--- src/rtl/acc_drain_pkg.sv ---
// Shared types and constants for the FP16 accumulator sequencer/drain stage.
package acc_drain_pkg;

  typedef enum logic [1:0] {
    IDLE  = 2'd0,
    CLEAR = 2'd1,
    ACCUM = 2'd2,
    DRAIN = 2'd3
  } state_t;

  localparam logic [15:0] FP16_ZERO     = 16'h0000;
  localparam int unsigned FP16_SIGN_BIT = 15;

  // Any value with the sign bit set (-0, negatives, -NaN) becomes +0.
  function automatic logic [15:0] fp16_relu(input logic [15:0] v);
    return v[FP16_SIGN_BIT] ? FP16_ZERO : v;
  endfunction

endpackage

--- src/rtl/sync_fifo.sv ---
// Synchronous FIFO with raw head read; push on a full FIFO succeeds when a pop happens in the same cycle.
module sync_fifo #(
  parameter int unsigned WIDTH      = 16,
  parameter int unsigned FIFO_DEPTH = 4
) (
  input  logic                          clk,
  input  logic                          reset,
  input  logic                          push,
  input  logic [WIDTH-1:0]              push_data,
  input  logic                          pop,
  output logic [WIDTH-1:0]              head_data,
  output logic                          full,
  output logic                          empty,
  output logic [$clog2(FIFO_DEPTH):0]   count
);

  localparam int unsigned AW = $clog2(FIFO_DEPTH);

  logic [WIDTH-1:0] mem [FIFO_DEPTH];
  logic [AW-1:0]    wr_ptr, rd_ptr;
  logic [AW:0]      count_q;
  logic             do_push, do_pop;

  assign full      = (count_q == (AW+1)'(FIFO_DEPTH));
  assign empty     = (count_q == '0);
  assign count     = count_q;
  assign head_data = mem[rd_ptr];
  assign do_pop    = pop & ~empty;
  assign do_push   = push & (~full | do_pop);

  always_ff @(posedge clk) begin
    if (do_push) mem[wr_ptr] <= push_data;
  end

  always_ff @(posedge clk) begin
    if (reset) begin
      wr_ptr  <= '0;
      rd_ptr  <= '0;
      count_q <= '0;
    end else begin
      if (do_push) wr_ptr <= wr_ptr + AW'(1);
      if (do_pop)  rd_ptr <= rd_ptr + AW'(1);
      case ({do_push, do_pop})
        2'b10:   count_q <= count_q + (AW+1)'(1);
        2'b01:   count_q <= count_q - (AW+1)'(1);
        default: count_q <= count_q;
      endcase
    end
  end

endmodule

--- src/rtl/acc_drain_seq_fp16.sv ---
// Clear/accumulate/drain sequencer for a column FP16 accumulator, feeding an output FIFO.
// Optional ACC_DRAIN_RELU_EN: ReLU applied to each captured sum before the FIFO push.
module acc_drain_seq_fp16
  import acc_drain_pkg::*;
#(
  parameter int unsigned WIDTH      = 16,
  parameter int unsigned CNT_W      = 12,
  parameter int unsigned FIFO_DEPTH = 4
) (
  input  logic             clk,
  input  logic             reset,
  input  logic             start,
  input  logic [CNT_W-1:0] k_len,
  input  logic [CNT_W-1:0] n_vec,
  input  logic             in_valid,
  input  logic [WIDTH-1:0] in_data,
  output logic             in_ready,
  output logic [WIDTH-1:0] acc_in,
  output logic             acc_enable,
  output logic             acc_clear,
  input  logic [WIDTH-1:0] acc_sum,
  output logic             out_valid,
  output logic [WIDTH-1:0] out_data,
  input  logic             out_ready,
  output logic             busy,
  output logic             done
);

  localparam logic [CNT_W-1:0] CNT_ONE = {{(CNT_W-1){1'b0}}, 1'b1};

  state_t                      state_q, state_d;
  logic [CNT_W-1:0]            k_len_q, n_vec_q, term_cnt_q, vec_cnt_q;
  logic                        handshake, push, pop, can_push, last_term, last_vec;
  logic [WIDTH-1:0]            push_data, fifo_head, last_q;
  logic                        fifo_full, fifo_empty;
  logic [$clog2(FIFO_DEPTH):0] fifo_count;

  // Compare one bit wider so +1 never wraps at the top of the counter range.
  assign last_term = ({1'b0, term_cnt_q} + {1'b0, CNT_ONE}) == {1'b0, k_len_q};
  assign last_vec  = ({1'b0, vec_cnt_q}  + {1'b0, CNT_ONE}) == {1'b0, n_vec_q};
  assign handshake = in_valid & in_ready;
  assign pop       = out_valid & out_ready;
  assign can_push  = ~fifo_full | pop;

`ifdef ACC_DRAIN_RELU_EN
  assign push_data = fp16_relu(acc_sum);
`else
  assign push_data = acc_sum;
`endif

  always_ff @(posedge clk) begin
    if (reset) begin
      state_q    <= IDLE;
      k_len_q    <= '0;
      n_vec_q    <= '0;
      term_cnt_q <= '0;
      vec_cnt_q  <= '0;
      last_q     <= '0;
    end else begin
      state_q <= state_d;
      if (state_q == IDLE && start) begin
        k_len_q   <= k_len;
        n_vec_q   <= (n_vec == '0) ? CNT_ONE : n_vec;
        vec_cnt_q <= '0;
      end
      if (state_q == CLEAR) term_cnt_q <= '0;
      if (handshake)        term_cnt_q <= term_cnt_q + CNT_ONE;
      if (push)             vec_cnt_q  <= vec_cnt_q + CNT_ONE;
      if (pop)              last_q     <= fifo_head;
    end
  end

  always_comb begin
    state_d = state_q;
    case (state_q)
      IDLE:    if (start) state_d = CLEAR;
      CLEAR:   state_d = (k_len_q == '0) ? DRAIN : ACCUM;
      ACCUM:   if (handshake && last_term) state_d = DRAIN;
      DRAIN:   if (push) state_d = last_vec ? IDLE : CLEAR;
      default: state_d = IDLE;
    endcase
  end

  // Everything is forced quiet while reset is held, whatever state was current.
  always_comb begin
    in_ready   = 1'b0;
    acc_enable = 1'b0;
    acc_in     = FP16_ZERO;
    acc_clear  = reset;
    push       = 1'b0;
    busy       = 1'b0;
    if (!reset) begin
      busy = (state_q != IDLE);
      case (state_q)
        CLEAR: acc_clear = 1'b1;
        ACCUM: begin
          in_ready   = (term_cnt_q < k_len_q);
          acc_enable = in_valid & (term_cnt_q < k_len_q);
          if (in_valid && (term_cnt_q < k_len_q)) acc_in = in_data;
        end
        DRAIN: begin
          acc_enable = 1'b1;
          push       = can_push;
        end
        default: ;
      endcase
    end
  end

  assign done      = push & last_vec;
  assign out_valid = ~reset & (fifo_count != '0);
  assign out_data  = reset ? '0 : (fifo_empty ? last_q : fifo_head);

  sync_fifo #(
    .WIDTH      (WIDTH),
    .FIFO_DEPTH (FIFO_DEPTH)
  ) u_fifo (
    .clk       (clk),
    .reset     (reset),
    .push      (push),
    .push_data (push_data),
    .pop       (pop),
    .head_data (fifo_head),
    .full      (fifo_full),
    .empty     (fifo_empty),
    .count     (fifo_count)
  );

endmodule

--- config.mk ---
export PLATFORM = sky130hd
export DESIGN_NAME = acc_drain_seq_fp16
export DESIGN_NICKNAME = d
export VERILOG_FILES = /design/src/rtl/acc_drain_pkg.sv /design/src/rtl/sync_fifo.sv /design/src/rtl/acc_drain_seq_fp16.sv
export SDC_FILE = /design/constraint.sdc
export NUM_CORES = 1
export LEC_CHECK = 0
export CAP_MARGIN = 5
export CORE_MARGIN = 1
export CORE_UTILIZATION = 61
export CTS_BUF_LIST = sky130_fd_sc_hd__clkbuf_8
export DETAILED_ROUTE_END_ITERATION = 12
export PLACE_DENSITY_LB_ADDON = 0.1
export SETUP_SLACK_MARGIN = 0.02
export SYNTH_ARGS = -nofsm -noshare
export SYNTH_HDL_FRONTEND = slang
export SYNTH_HIERARCHICAL = 1
export SYNTH_SLANG_ARGS = --single-unit
--- constraint.sdc ---
create_clock -name clk -period 4.5 [get_ports clk]
set_input_delay 0.45 -clock clk [delete_from_list [all_inputs] [get_ports clk]]
set_output_delay 0.45 -clock clk [all_outputs]
set_load 0.01 [all_outputs]
======== Word level (Yosys, flattened, before mapping) ========
Memory sizes are Yosys's and may differ from the RTL's. A register that Yosys moved wholly into a read port is not among the register bits.
Index checks and enable logic that the tools add are counted.
word-level totals
  logic and storage cells ................. 85
  memories kept ........................... 1
  input bits .............................. 61
  bits in registers ....................... 73
  bits in writable memories ............... 64
  latch bits .............................. 0
  memory bits (read-only) ................. 0
  output and inout bits ................... 38
memories
  memory      depth  bits a word  rd ports  clocked after Yosys merged registers in  wr ports  line             text
  u_fifo.mem  4      16           1         1                                        1         sync_fifo.sv:19  logic [WIDTH-1:0] mem [FIFO_DEPTH];
cells by class
  divide/modulo/power cells ............... 0
  multiplexer cells ....................... 30
  multipliers ............................. 0
  reduce and logical (&&, ||, !) cells .... 13
  equal/unequal tests ..................... 11
  shifts and indexed selects .............. 0
  order comparisons ....................... 1
  add/sub/neg operators ................... 8
  bitwise operators ....................... 12
operator list
  cell                                           count
  2-to-1 mux 16 bit                              5
  2-to-1 mux 12 bit                              5
  adder 12 x 1 -> 13 bit, second input constant  2
  == test 13 x 12 -> 1 bit                       2
  adder 12 x 1 -> 12 bit, second input constant  2
  zero test 12 bit                               2
  < comparator 12 bit                            1
  2-to-1 mux 1 bit                               12
  2-to-1 mux 2 bit                               5
  one-hot mux 2 bit (4 select lines)             1
  nonzero test 2 bit                             4
  AND 1 bit                                      7
  == test 2 bit, second input constant           3
  inequality test 2 bit, second input constant   3
  one-hot mux 3 bit (2 select lines)             1
  adder 2 x 1 -> 2 bit, second input constant    2
  == test 2 x 1 -> 1 bit, second input constant  2
  adder 3 x 1 -> 3 bit, second input constant    1
  == test 3 bit, second input constant           1
  logical AND 1 bit                              3
  zero test 3 bit                                1
  inverter 1 bit                                 3
  AND reduction 3 bit                            1
  nonzero test 3 bit                             1
  4 further kinds                                5

======== Logic depth before layout (Yosys ltp) ========
  word-level depth ........................ 9
  gate-level depth with buffers ........... 13
  gate-level depth less buffers ........... 13

======== Cells and area by module ========
Netlist, hierarchy kept.
modules (own cells, without submodules)
  module              seq. area each (µm²)  times used  cells each  area an instance (µm²)
  acc_drain_seq_fp16  1321.3                1           539         4111.4
  sync_fifo           2102.0                1           138         2830.2

======== Least setup slack after synthesis ========
Ideal clock, no wire load.
  path type ............................... input port to flip-flop
  start ................................... input port reset
  end ..................................... register u_fifo.count_q[2], in the netlist u_fifo/count[2]
  path buffers ............................ 1
  data arrival time ....................... 2.775 ns
  path slack .............................. 1.655 ns
  setup time .............................. 0.070 ns
  stages .................................. 13
  cell sequence ........................... clkbuf_1 -> nor3b_2 -> o21ai_1 -> nand2b_1 -> inv_1 -> a21boi_2 -> inv_1 -> ha_1 -> inv_1 -> fa_1 -> xor2_1 -> or3_2 -> a21oi_1
on the way
  longest elaborated chain between the ends .. 9
  elaborated cells between the ends (all ways) .. 13
  those cells by class .................... 2 x eq/ne; 3 x mux; 7 x bitwise; 1 x reduce/logical
ends and longest elaborated chain
  item                                                                      line                       text
  start, declared                                                           acc_drain_seq_fp16.sv:11   input logic reset,
  inverter 1 bit                                                            acc_drain_seq_fp16.sv:111  assign out_valid = ~reset & (fifo_count != '0);
  AND 1 bit                                                                 acc_drain_seq_fp16.sv:111
  AND 1 bit                                                                 acc_drain_seq_fp16.sv:42   assign pop = out_valid & out_ready;
  bitwise OR 1 bit                                                          acc_drain_seq_fp16.sv:43   assign can_push = ~fifo_full | pop;
  2-to-1 mux 1 bit                                                          acc_drain_seq_fp16.sv:94   case (state_q)
  2-to-1 mux 1 bit (*)                                                      acc_drain_seq_fp16.sv:92   if (!reset) begin
  net push                                                                  acc_drain_seq_fp16.sv:33   logic handshake, push, pop, can_push, last_term, last_vec;
  AND 1 bit (*)                                                             sync_fifo.sv:29            assign do_push = push & (~full | do_pop);
  == test 2 x 1 -> 1 bit or == test 2 bit (tied branches)                   sync_fifo.sv:43            case ({do_push, do_pop})
  one-hot mux 3 bit (2 select lines) or nonzero test 2 bit (tied branches)  -
  end signal, assigned                                                      sync_fifo.sv:44            2'b10: count_q <= count_q + (AW+1)'(1);
  end signal, assigned                                                      sync_fifo.sv:45            2'b01: count_q <= count_q - (AW+1)'(1);
  end signal, assigned                                                      sync_fifo.sv:46            default: count_q <= count_q;
  end, declared                                                             sync_fifo.sv:21            logic [AW:0] count_q;
The timed path passes the listed nets; every way through them passes the cells marked *.
A chain may end at the register's enable or synchronous reset.

======== Final worst setup path ========
  start ................................... register k_len_q[9]
  end ..................................... output port acc_in[10]
on the way
  longest elaborated chain between the ends .. 5
ends and longest elaborated chain
  item                    line                      text
  start, declared         acc_drain_seq_fp16.sv:32  logic [CNT_W-1:0] k_len_q, n_vec_q, term_cnt_q, vec_cnt_q;
  start signal, assigned  acc_drain_seq_fp16.sv:62  k_len_q <= k_len;
  < comparator 12 bit     acc_drain_seq_fp16.sv:99  if (in_valid && (term_cnt_q < k_len_q)) acc_in = in_data;
  logical AND 1 bit       acc_drain_seq_fp16.sv:99
  2-to-1 mux 16 bit       acc_drain_seq_fp16.sv:99
  2-to-1 mux 16 bit       acc_drain_seq_fp16.sv:94
  2-to-1 mux 16 bit       acc_drain_seq_fp16.sv:92
  end, declared           acc_drain_seq_fp16.sv:18  output logic [WIDTH-1:0] acc_in,
Every way passes these cells.

==> run summary <==
largest area contributor in the netlist: edfxtp_1
drt initial violations: 268
Clock Power Share: 31.3%
Site Rows: 38
Max VDD drop: 384 uV
Critical Path RT: 4.05 ns
crit path capture type: output pin
setup bufs post-CTS: 0
period utilisation layout: 85.3%
synth-to-layout area growth: 20.0%
number of diodes: 0
Clock Pin Slew Worst Setup and Hold Paths: 0.07 ns
critical path class: reg -> out
Worst Path Arrival: 3.39 ns
worst min path class: reg -> reg
CTS tree: built
starting density of the core: 63.2%
Max Slew Vio Count: 0
global route overflow: 0
fmax: 0.261 GHz
die area: 0.0118 mm2
Hold Violations, Final: 0
leakage power: 3.02 nW
RSZ-0062 raised after global routing: false
commonest non-fill, non-tap cell in the layout: nand2_1
CTS Sinks: 139
Async SR Flop Fraction: 0%
hold_buf cts: 0
max cap viols: 0
dpl hpwl: 10600 um
area of the multi-input gates: 0.00325 mm2
Pint: 2.08 mW
warnings from Yosys: 6
register area share after synthesis: 49.3%
1st-pass router iterations: 5
commonest cells after routing, fill and taps aside: 102 x nand2_1, 97 x clkdlybuf4s50_1, 75 x dfxtp_1, 64 x edfxtp_1, 51 x nor2_1
crit start category: flip-flop
initial antenna violation count: 0
Die Y: 109 um
Slew headroom: 39.5%
NetSw: 0.842 mW
CTS resizes: 0
vias post-DR: 5286
WL per Instance: 16.5 um
CP max FO: 32
Post-Syn Nets: 762
Slew @ Worst Pin: 0.908 ns
final core utilization: 75.8%
Synth top area share: 27.7%
Die X: 109 um
setup TNS: 0 ns
drt total wl: 15200 um
first-pass GRT wire length: 24200 um
Final #Nets: 851
post-synth cell types: 70
sequential power share: 49.1%
Core Region: 0.0110 mm2
clock skew: 0.0131 ns
I/O Buffers: 98
Num CTS Buffers: 17
Routed Antenna Nets: 0
gpl congestion: 0.891
layout cell share with drive strength beyond 1: 9.90%
crit path time final: 3.84 ns
Switching Fraction: 28.8%
register area: 0.00342 mm2
vias in the first global route: 5130
Post-synth EDFFs: 64
final routed DRC violation total: 0
combinational share of power: 19.7%
ys flop type: dfxtp_1
cell area power density: 351 mW/mm2
outcome: complete, no violations
synth top area cells: edfxtp_1 28%, dfxtp_1 22%, nand2_1 5.5%, mux4_2 4.2%, ha_1 4.1%
Post-Syn Area: 0.00694 mm2
Mapped Avg Cell Area: 10.3 um2
Gate Count Post-Synth: 677
Vias/cell: 5.76
I/O pins: 99
gr usage total: 27.1%
register bit total from synthesis: 139
worst skew pair latency: 0.44 ns
FILL cells: 780
final setup fails: 0
H-tree Lvls: 4
CTS root buf: clkbuf_8
Max clock buf depth: 2
Pwr Total: 2.92 mW
largest net degree at the start of global routing: 37
-- per-layer routing --
layer | GRT usage, % | part of all wire [%] | up-vias | wire length, um
met3 | 6.28 | 5.6 | 31 | 852
li1 | - | - | 2572 | -
met2 | 45.0 | 49 | 157 | 7500
met4 | 10.3 | 2.1 | 0 | 322
met1 | 34.5 | 43 | 2526 | 6490
met5 | 0 | 0 | - | 0
-- cell type report --
| cell class | count | area share, % |
|---|---|---|
| clock buffer | 18 | 2.97 |
| clock inverter | 13 | 1.28 |
| inverter | 28 | 1.26 |
| multi-input combinational | 476 | 39.0 |
| sequential | 139 | 41.1 |
| tap | 140 | 2.10 |
| timing repair buffer | 104 | 12.3 |
-- state kept, by name, summed over array words and instances (netlist names), named ones only --
| register | cells |
|---|---|
| u_fifo/mem | 64 |
| last_q | 16 |
| k_len_q | 12 |
| n_vec_q | 12 |
| term_cnt_q | 12 |
| vec_cnt_q | 12 |
| u_fifo/count | 3 |
| state_q | 2 |
| u_fifo/rd_ptr | 2 |
| u_fifo/wr_ptr | 2 |
-- power groups by stage --
stage	Clock (mW)	Sequential [mW]	Combinational, mW
after floorplan	0	1.44	0.384
after global placement	0	1.46	0.554
after detailed placement	0	1.46	0.574
after CTS	0.930	1.43	0.576
after global routing	0.984	1.44	0.634
final	0.913	1.43	0.574
-- kinds of logic after synthesis --
logic type               Yosys count  synth area share [%]
buffers and inverters             62                  4.02
multiplexers                      36                  8.33
XOR/XNOR                          38                  4.79
flip-flops                       139                  49.3
AO/OA/AOI/OAI                    128                  10.8
adder cells (fa/ha/maj)           24                  4.43
AND/OR/NAND/NOR                  250                  18.3
-- stage by stage --
stage	worst slack, ns	instances	cell area [um2]	hold slack [ns]
detailed placement	0.840	887	7980	0.452
global placement	1.01	887	7980	0.444
floorplan	1.65	677	6940	0.436
CTS	0.644	918	8330	0.464
global route	0.443	918	8330	0.481
finish	0.663	918	8330	0.462
-- worst max-delay path: stages, from the launching register on --
cell and delay [ns]:
dfxtp_1 0.43, inv_1 0.07, ha_1 0.32, a21o_1 0.17
a21oi_1 0.20, o2111a_1 0.21, and3_1 0.77, and2_1 0.24
clkdlybuf4s50_1 0.54
-- synthesized netlist by cell type (6+ instances only) --
master    number
clkbuf_1      21
nor2_1        51
mux2i_1       18
xor2_1        11
edfxtp_1      64
xnor2_1       27
nand2_1      102
mux4_2        13
inv_1         28
ha_1          23
buf_2          6
dfxtp_1       75
nand3_1        6
o31ai_1        6
nand4_1        7
and2_1        22
a21oi_1       50
o21ai_0       47
nor3_1         7
-- worst paths after layout --
kind | startpoint | endpoint | slack [ns] | cells after the start
max | k_len_q[9]$_SDFFE_PP0P_ | acc_in[10] | 0.66 | 8
min | last_q[13]$_SDFFE_PP0P_ | last_q[13]$_SDFFE_PP0P_ | 0.46 | 2
max reg2reg | u_fifo/count[1]$_SDFFE_PP0P_ | u_fifo/count[2]$_SDFFE_PP0P_ | 0.98 | 13
min reg2reg | last_q[13]$_SDFFE_PP0P_ | last_q[13]$_SDFFE_PP0P_ | 0.46 | 2
(Power assumes the default switching activity.)
